<file path="config.mk">
export PLATFORM = sky130hd
export DESIGN_NAME = updown_counter_bank
export DESIGN_NICKNAME = d
export VERILOG_FILES = /design/src/rtl/updown_counter_bank.sv
export SDC_FILE = /design/constraint.sdc
export NUM_CORES = 1
export LEC_CHECK = 0
export ABC_AREA = 1
export CORE_ASPECT_RATIO = 0.7
export CORE_MARGIN = 2
export CORE_UTILIZATION = 48
export DETAILED_ROUTE_END_ITERATION = 12
export MAX_ROUTING_LAYER = met4
export PLACE_DENSITY = 0.84
export SLEW_MARGIN = 20
export SYNTH_ARGS = -nofsm -noshare
export SYNTH_HDL_FRONTEND = slang
export SYNTH_SLANG_ARGS = --single-unit
</file>
<file path="constraint.sdc">
create_clock -name clk_i -period 3.08 [get_ports clk_i]
set_input_delay 0.616 -clock clk_i [delete_from_list [all_inputs] [get_ports clk_i]]
set_output_delay 0.616 -clock clk_i [all_outputs]
set_load 0.005 [all_outputs]
</file>
<file path="src/rtl/updown_counter_bank.sv">
// updown_counter_bank: NCH independent WID-bit up/down counters with
// per-channel clear/load, saturate or wrap at the range ends, full/empty
// decodes and sticky overflow/underflow flags.
// Optional feature: define UDC_BANK_THRESH_EN to add the per-channel
// threshold compare (thr_i / thr_o). Without it no comparator is built.
module updown_counter_bank #(
  parameter int WID      = 4,
  parameter int NCH      = 2,
  parameter int SATURATE = 1
) (
  input  logic               clk_i,
  input  logic               rst_i,
  input  logic [NCH-1:0]     up_i,
  input  logic [NCH-1:0]     down_i,
  input  logic [NCH-1:0]     clr_i,
  input  logic [NCH-1:0]     load_i,
  input  logic [NCH*WID-1:0] load_val_i,
  input  logic               flag_clr_i,
`ifdef UDC_BANK_THRESH_EN
  input  logic [NCH*WID-1:0] thr_i,
  output logic [NCH-1:0]     thr_o,
`endif
  output logic [NCH*WID-1:0] cnt_o,
  output logic [NCH-1:0]     full_o,
  output logic [NCH-1:0]     empty_o,
  output logic [NCH-1:0]     ovf_o,
  output logic [NCH-1:0]     unf_o
);

  localparam logic [WID-1:0] CNT_MAX = '1;
  localparam logic [WID-1:0] CNT_MIN = '0;

  // Increment with end-of-range handling: clamp at max or wrap to zero.
  function automatic logic [WID-1:0] sat_inc(input logic [WID-1:0] c);
    if (c == CNT_MAX)
      return (SATURATE != 0) ? CNT_MAX : CNT_MIN;
    return c + 1'b1;
  endfunction

  // Decrement with end-of-range handling: clamp at zero or wrap to max.
  function automatic logic [WID-1:0] sat_dec(input logic [WID-1:0] c);
    if (c == CNT_MIN)
      return (SATURATE != 0) ? CNT_MIN : CNT_MAX;
    return c - 1'b1;
  endfunction

  for (genvar ch = 0; ch < NCH; ch++) begin : g_ch
    logic [WID-1:0] cnt_p0;
    logic           ovf_p0;
    logic           unf_p0;
    logic           inc_only;
    logic           dec_only;
    logic           ovf_set;
    logic           unf_set;

    // Net direction request; up and down together cancel out, load masks both.
    assign inc_only = up_i[ch] & ~down_i[ch] & ~load_i[ch];
    assign dec_only = down_i[ch] & ~up_i[ch] & ~load_i[ch];
    assign ovf_set  = inc_only & (cnt_p0 == CNT_MAX);
    assign unf_set  = dec_only & (cnt_p0 == CNT_MIN);

    // Count and sticky flags: reset > clear > load > up/down; a flag set
    // event beats the bank-wide flag clear in the same cycle.
    always_ff @(posedge clk_i) begin
      if (rst_i || clr_i[ch]) begin
        cnt_p0 <= '0;
        ovf_p0 <= 1'b0;
        unf_p0 <= 1'b0;
      end else begin
        if (load_i[ch])
          cnt_p0 <= load_val_i[ch*WID +: WID];
        else if (inc_only)
          cnt_p0 <= sat_inc(cnt_p0);
        else if (dec_only)
          cnt_p0 <= sat_dec(cnt_p0);

        if (ovf_set)
          ovf_p0 <= 1'b1;
        else if (flag_clr_i)
          ovf_p0 <= 1'b0;

        if (unf_set)
          unf_p0 <= 1'b1;
        else if (flag_clr_i)
          unf_p0 <= 1'b0;
      end
    end

    assign cnt_o[ch*WID +: WID] = cnt_p0;
    assign full_o[ch]           = (cnt_p0 == CNT_MAX);
    assign empty_o[ch]          = (cnt_p0 == CNT_MIN);
    assign ovf_o[ch]            = ovf_p0;
    assign unf_o[ch]            = unf_p0;

`ifdef UDC_BANK_THRESH_EN
    assign thr_o[ch] = (cnt_p0 >= thr_i[ch*WID +: WID]);
`endif
  end

endmodule
</file>
### Word-level counts from Yosys, hierarchy flattened

Index checks and enable logic that the tools add are counted.

| storage, ports and cells | value |
|---|---|
| register bits | 12 |
| latch bits | 0 |
| RAM bits | 0 |
| bits in read-only memories | 0 |
| input port bits | 19 |
| output and inout bits | 16 |
| logic and storage cells | 77 |
| memories | 0 |

| operators by class | value |
|---|---|
| add/subtract/negate cells | 4 |
| multiply operators | 0 |
| div/mod/pow operators | 0 |
| order comparisons | 0 |
| eq/ne operators | 2 |
| shifts and indexed selects | 0 |
| multiplexer cells | 37 |
| bitwise gates (word level) | 18 |
| reductions and logical operators | 10 |

Operators with widths:

| operator | number |
|---|---|
| $mux 4 | 14 |
| $mux 1 | 23 |
| $and 1x1->1 | 12 |
| $add 4x1->4 const B | 2 |
| $eq 4x4->1 const B | 2 |
| $logic_not 4->1 | 2 |
| $reduce_bool 2->1 | 4 |
| $sub 4x1->4 const B | 2 |
| $not 1->1 | 6 |
| $reduce_bool 3->1 | 2 |
| $logic_or 1x1->1 | 2 |

### Depth between registers and ports, before layout

| depth | value |
|---|---|
| word-level depth | 11 |
| depth in mapped cells | 9 |
| mapped depth without buffers | 9 |

### Least setup slack after synthesis

No wires, ideal clock.

| timing | value |
|---|---|
| kind | register to output |
| from | register g_ch[0].cnt_p0[0] |
| to | output port empty_o[0] |
| data arrival time | 869 ps |
| data required time | 2464 ps |
| setup slack | 1595 ps |
| stages on the path, launching flop included | 5 |
| buffers on the path | 0 |
| path through | dfxtp_1 > inv_1 > ha_1 > inv_1 > nor2_4 |

| on the way | value |
|---|---|
| longest elaborated chain between the ends | 1 |

RTL lines:

| element | RTL line | text |
|---|---|---|
| start: declaration | 48 | `logic [WID-1:0] cnt_p0;` |
| start signal: assignment | 71 | `cnt_p0 <= load_val_i[ch*WID +: WID];` |
| start signal: assignment | 73 | `cnt_p0 <= sat_inc(cnt_p0);` |
| start signal: assignment | 75 | `cnt_p0 <= sat_dec(cnt_p0);` |
| $logic_not 4->1 | 91 | `assign empty_o[ch] = (cnt_p0 == CNT_MIN);` |
| end: declaration | 25 | `output logic [NCH-1:0] empty_o,` |

Every way passes these cells.

### Worst setup path after layout

| timing | value |
|---|---|
| from | register g_ch[1].cnt_p0[0] |
| to | output port empty_o[1] |

| on the way | value |
|---|---|
| longest elaborated chain between the ends | 1 |

RTL lines:

| element | RTL line |
|---|---|
| start: declaration | 48 |
| start signal: assignment | 71 |
| start signal: assignment | 73 |
| start signal: assignment | 75 |
| $logic_not 4->1 | 91 |

Every way passes these cells.

==> results.toml <==
[yosys]
synth.top_cells.by_area = "dfxtp_1 23%, nand2_1 18%, inv_1 8.1%"
synth_area_um2 = 1025
synthDistinctLibCells = 18
synth_nets = 193
syn-mean-instance-area_um2 = 6.028
synth-seq-cells = 12
synth_top_area_cell = "dfxtp_1"
yosys_warnings = 0
syn_inst = 170
yosysTopAreaCellShare_pct = 23.44
seq_area_frac_synth_pct = 23.44

[finish]
drive_gt1_share_pct = 12.38
diodes = 0
final_cell_mix = "48 x nand2_1, 34 x clkdlybuf4s50_1, 22 x inv_1"
final_common_cell = "nand2_1"
syn_to_final_growth_pct = 34.07
layout.nets = 227

[cts]
post_cts_resized = 0
cts_tree = "yes"
clk_pin_slew_ns = 0.07
clockBufferDepth = 2
htree_levels = 1
root_buffer = "clkbuf_4"
ctsHoldBuffers = 0
numCtsBuffers = 3
cts_setup_buffers = 0
clk_latency_ns = 0.27
cts.sinks = 12

[routing]
ant_nets = 0
drcViolationCount = 0
wire_per_inst_um = 12.04
drtIter0Drc = 57
vias = 1139
drt-pass1-iter-count = 4
vias_per_cell = 5.085
routed_wl_um = 2698

[global_routing]
gr-usage-all-layers_pct = 22.67
grt_pass1_wl_um = 4312
antenna_found_initial = 0
grt_max_degree = 10
first_global_vias = 999
grt-ovfl-total = 0

[sta]
setup_viol = 0
fin_ws_ns = 0.7287
period_needed_ns = 2.351
fmax_mhz = 425.3
rsz0062_at_grt = "no"
fin_setup_tns_ns = 0
skew_ns = 0.006272
finalHoldViolations = 0
drv_slew = 0
maxSlewHeadroom_pct = 75.97
tightestPinTransition_ns = 0.3591
post-route-period-util_pct = 76.34

[worst_setup_path]
path_class = "register to primary output"
cp.required_ns = 2.46
cp_data_arrival_time_ns = 1.74
cp-startpoint = "g_ch[1].cnt_p0[0]"
worst-path-max-fanout = 5
worstRegToRegCells = 7
critPathCaptureType = "primary output"
worst_setup_path_start_kind = "register"
rr_startpoint = "g_ch[0].cnt_p0[0]"

[floorplanning]
start_util_pct = 52.94
core_area_um2 = 1936
die_w_um = 59.23
placementRows = 13
die_h_um = 42.66
num_io_pins = 35
die_area_um2 = 2526

[power_and_ir_drop]
leakagePower_nw = 0.6570
peakVddDrop_mv = 0.2016
power_density_nw_per_um2 = 290.9
finalPower_w = 0.0003996

[worst_hold_path]
hold_path_class = "register to register"
hold_depth = 2
hp-start = "g_ch[1].unf_p0"

[flow_run]
drv_cap = 0

[outcome]
status = "complete, no violations"

[placement]
hpwl_um = 2238
gp_congestion = 0.9612
place_ws_ns = 1.020
numPortBuffers = 34
[kinds of logic after synthesis]
kind of cell | after synthesis | share of synthesized area (%)
compound gates | 21 | 10.26
fa+ha+maj | 4 | 4.884
buf+inv | 33 | 14.29
flops | 12 | 23.44
simple gates | 100 | 47.13
[area by class of cell]
class,instances,area (µm²)
Fill cell,163,561.8
Clock buffer,3,22.52
Multi-Input combinational cell,125,638.1
Inverter,28,105.1
Sequential cell,12,240.2
Tap cell,22,27.53
Timing Repair Buffer,34,340.3
[per-stage QoR]
step / util (%) / instance area [µm²] / std cells / hold WS [ns]
global placement: 69.81 / 1351 / 221 / 0.4489
CTS: 70.98 / 1374 / 224 / 0.4647
global route: 70.98 / 1374 / 224 / 0.4808
floorplan: - / 1025 / 170 / 0.4404
detailed placement: 69.81 / 1351 / 221 / 0.4540
finish: 70.98 / 1374 / 224 / 0.4641
[metal layers]
| metal | up-vias | wire length [µm] | part of all wire [%] | global-route usage, % |
|---|---|---|---|---|
| met5 | - | 0 | 0 | - |
| met3 | 0 | 209 | 7.7 | 6.402 |
| met1 | 502 | 1288 | 48 | 29.39 |
| met4 | 0 | 0 | 0 | 2.273 |
| met2 | 42 | 1200 | 44 | 36.26 |
| li1 | 595 | - | - | - |
[Yosys cell counts]
cell type / number
nor2_4: 5
o21ai_1: 1
nand2_4: 1
ha_1: 4
nand3_1: 13
nand3_2: 3
dfxtp_1: 12
a21oi_1: 10
nand4_1: 4
o21ai_0: 10
buf_4: 4
buf_6: 1
nand2_2: 5
inv_1: 22
nor2_2: 2
nor2_1: 19
nand2_1: 48
inv_2: 6
[worst max-delay path, cell delays in order, from the launching register on]
cell and delay, ns:
dfxtp_1 0.35, inv_1 0.14, ha_1 0.26, nand3_2 0.13, inv_1 0.09, clkdlybuf4s50_1 0.50
[worst paths after layout]
| path | to | slack (ns) |
|---|---|---|
| worst min register to register | g_ch[1].unf_p0 | 0.46 |
| worst max register to register | g_ch[0].cnt_p0[0] | 1.69 |
| worst max-delay path | empty_o[1] | 0.73 |
| worst min-delay path | g_ch[1].unf_p0 | 0.46 |
[registers in the layout, indices dropped and copies added, names as in the netlist]
register     flops
g_ch.unf_p0      2
g_ch.cnt_p0      8
g_ch.ovf_p0      2
[power by group]
group / switching, W / total [W] / internal [W]
registers: 0.0000109 / 0.000172 / 0.000161
clock network: 0.0000464 / 0.0000916 / 0.0000452
logic: 0.0000694 / 0.000136 / 0.0000664
total: 0.000127 / 0.000400 / 0.000273
(Power assumes the default switching activity.)
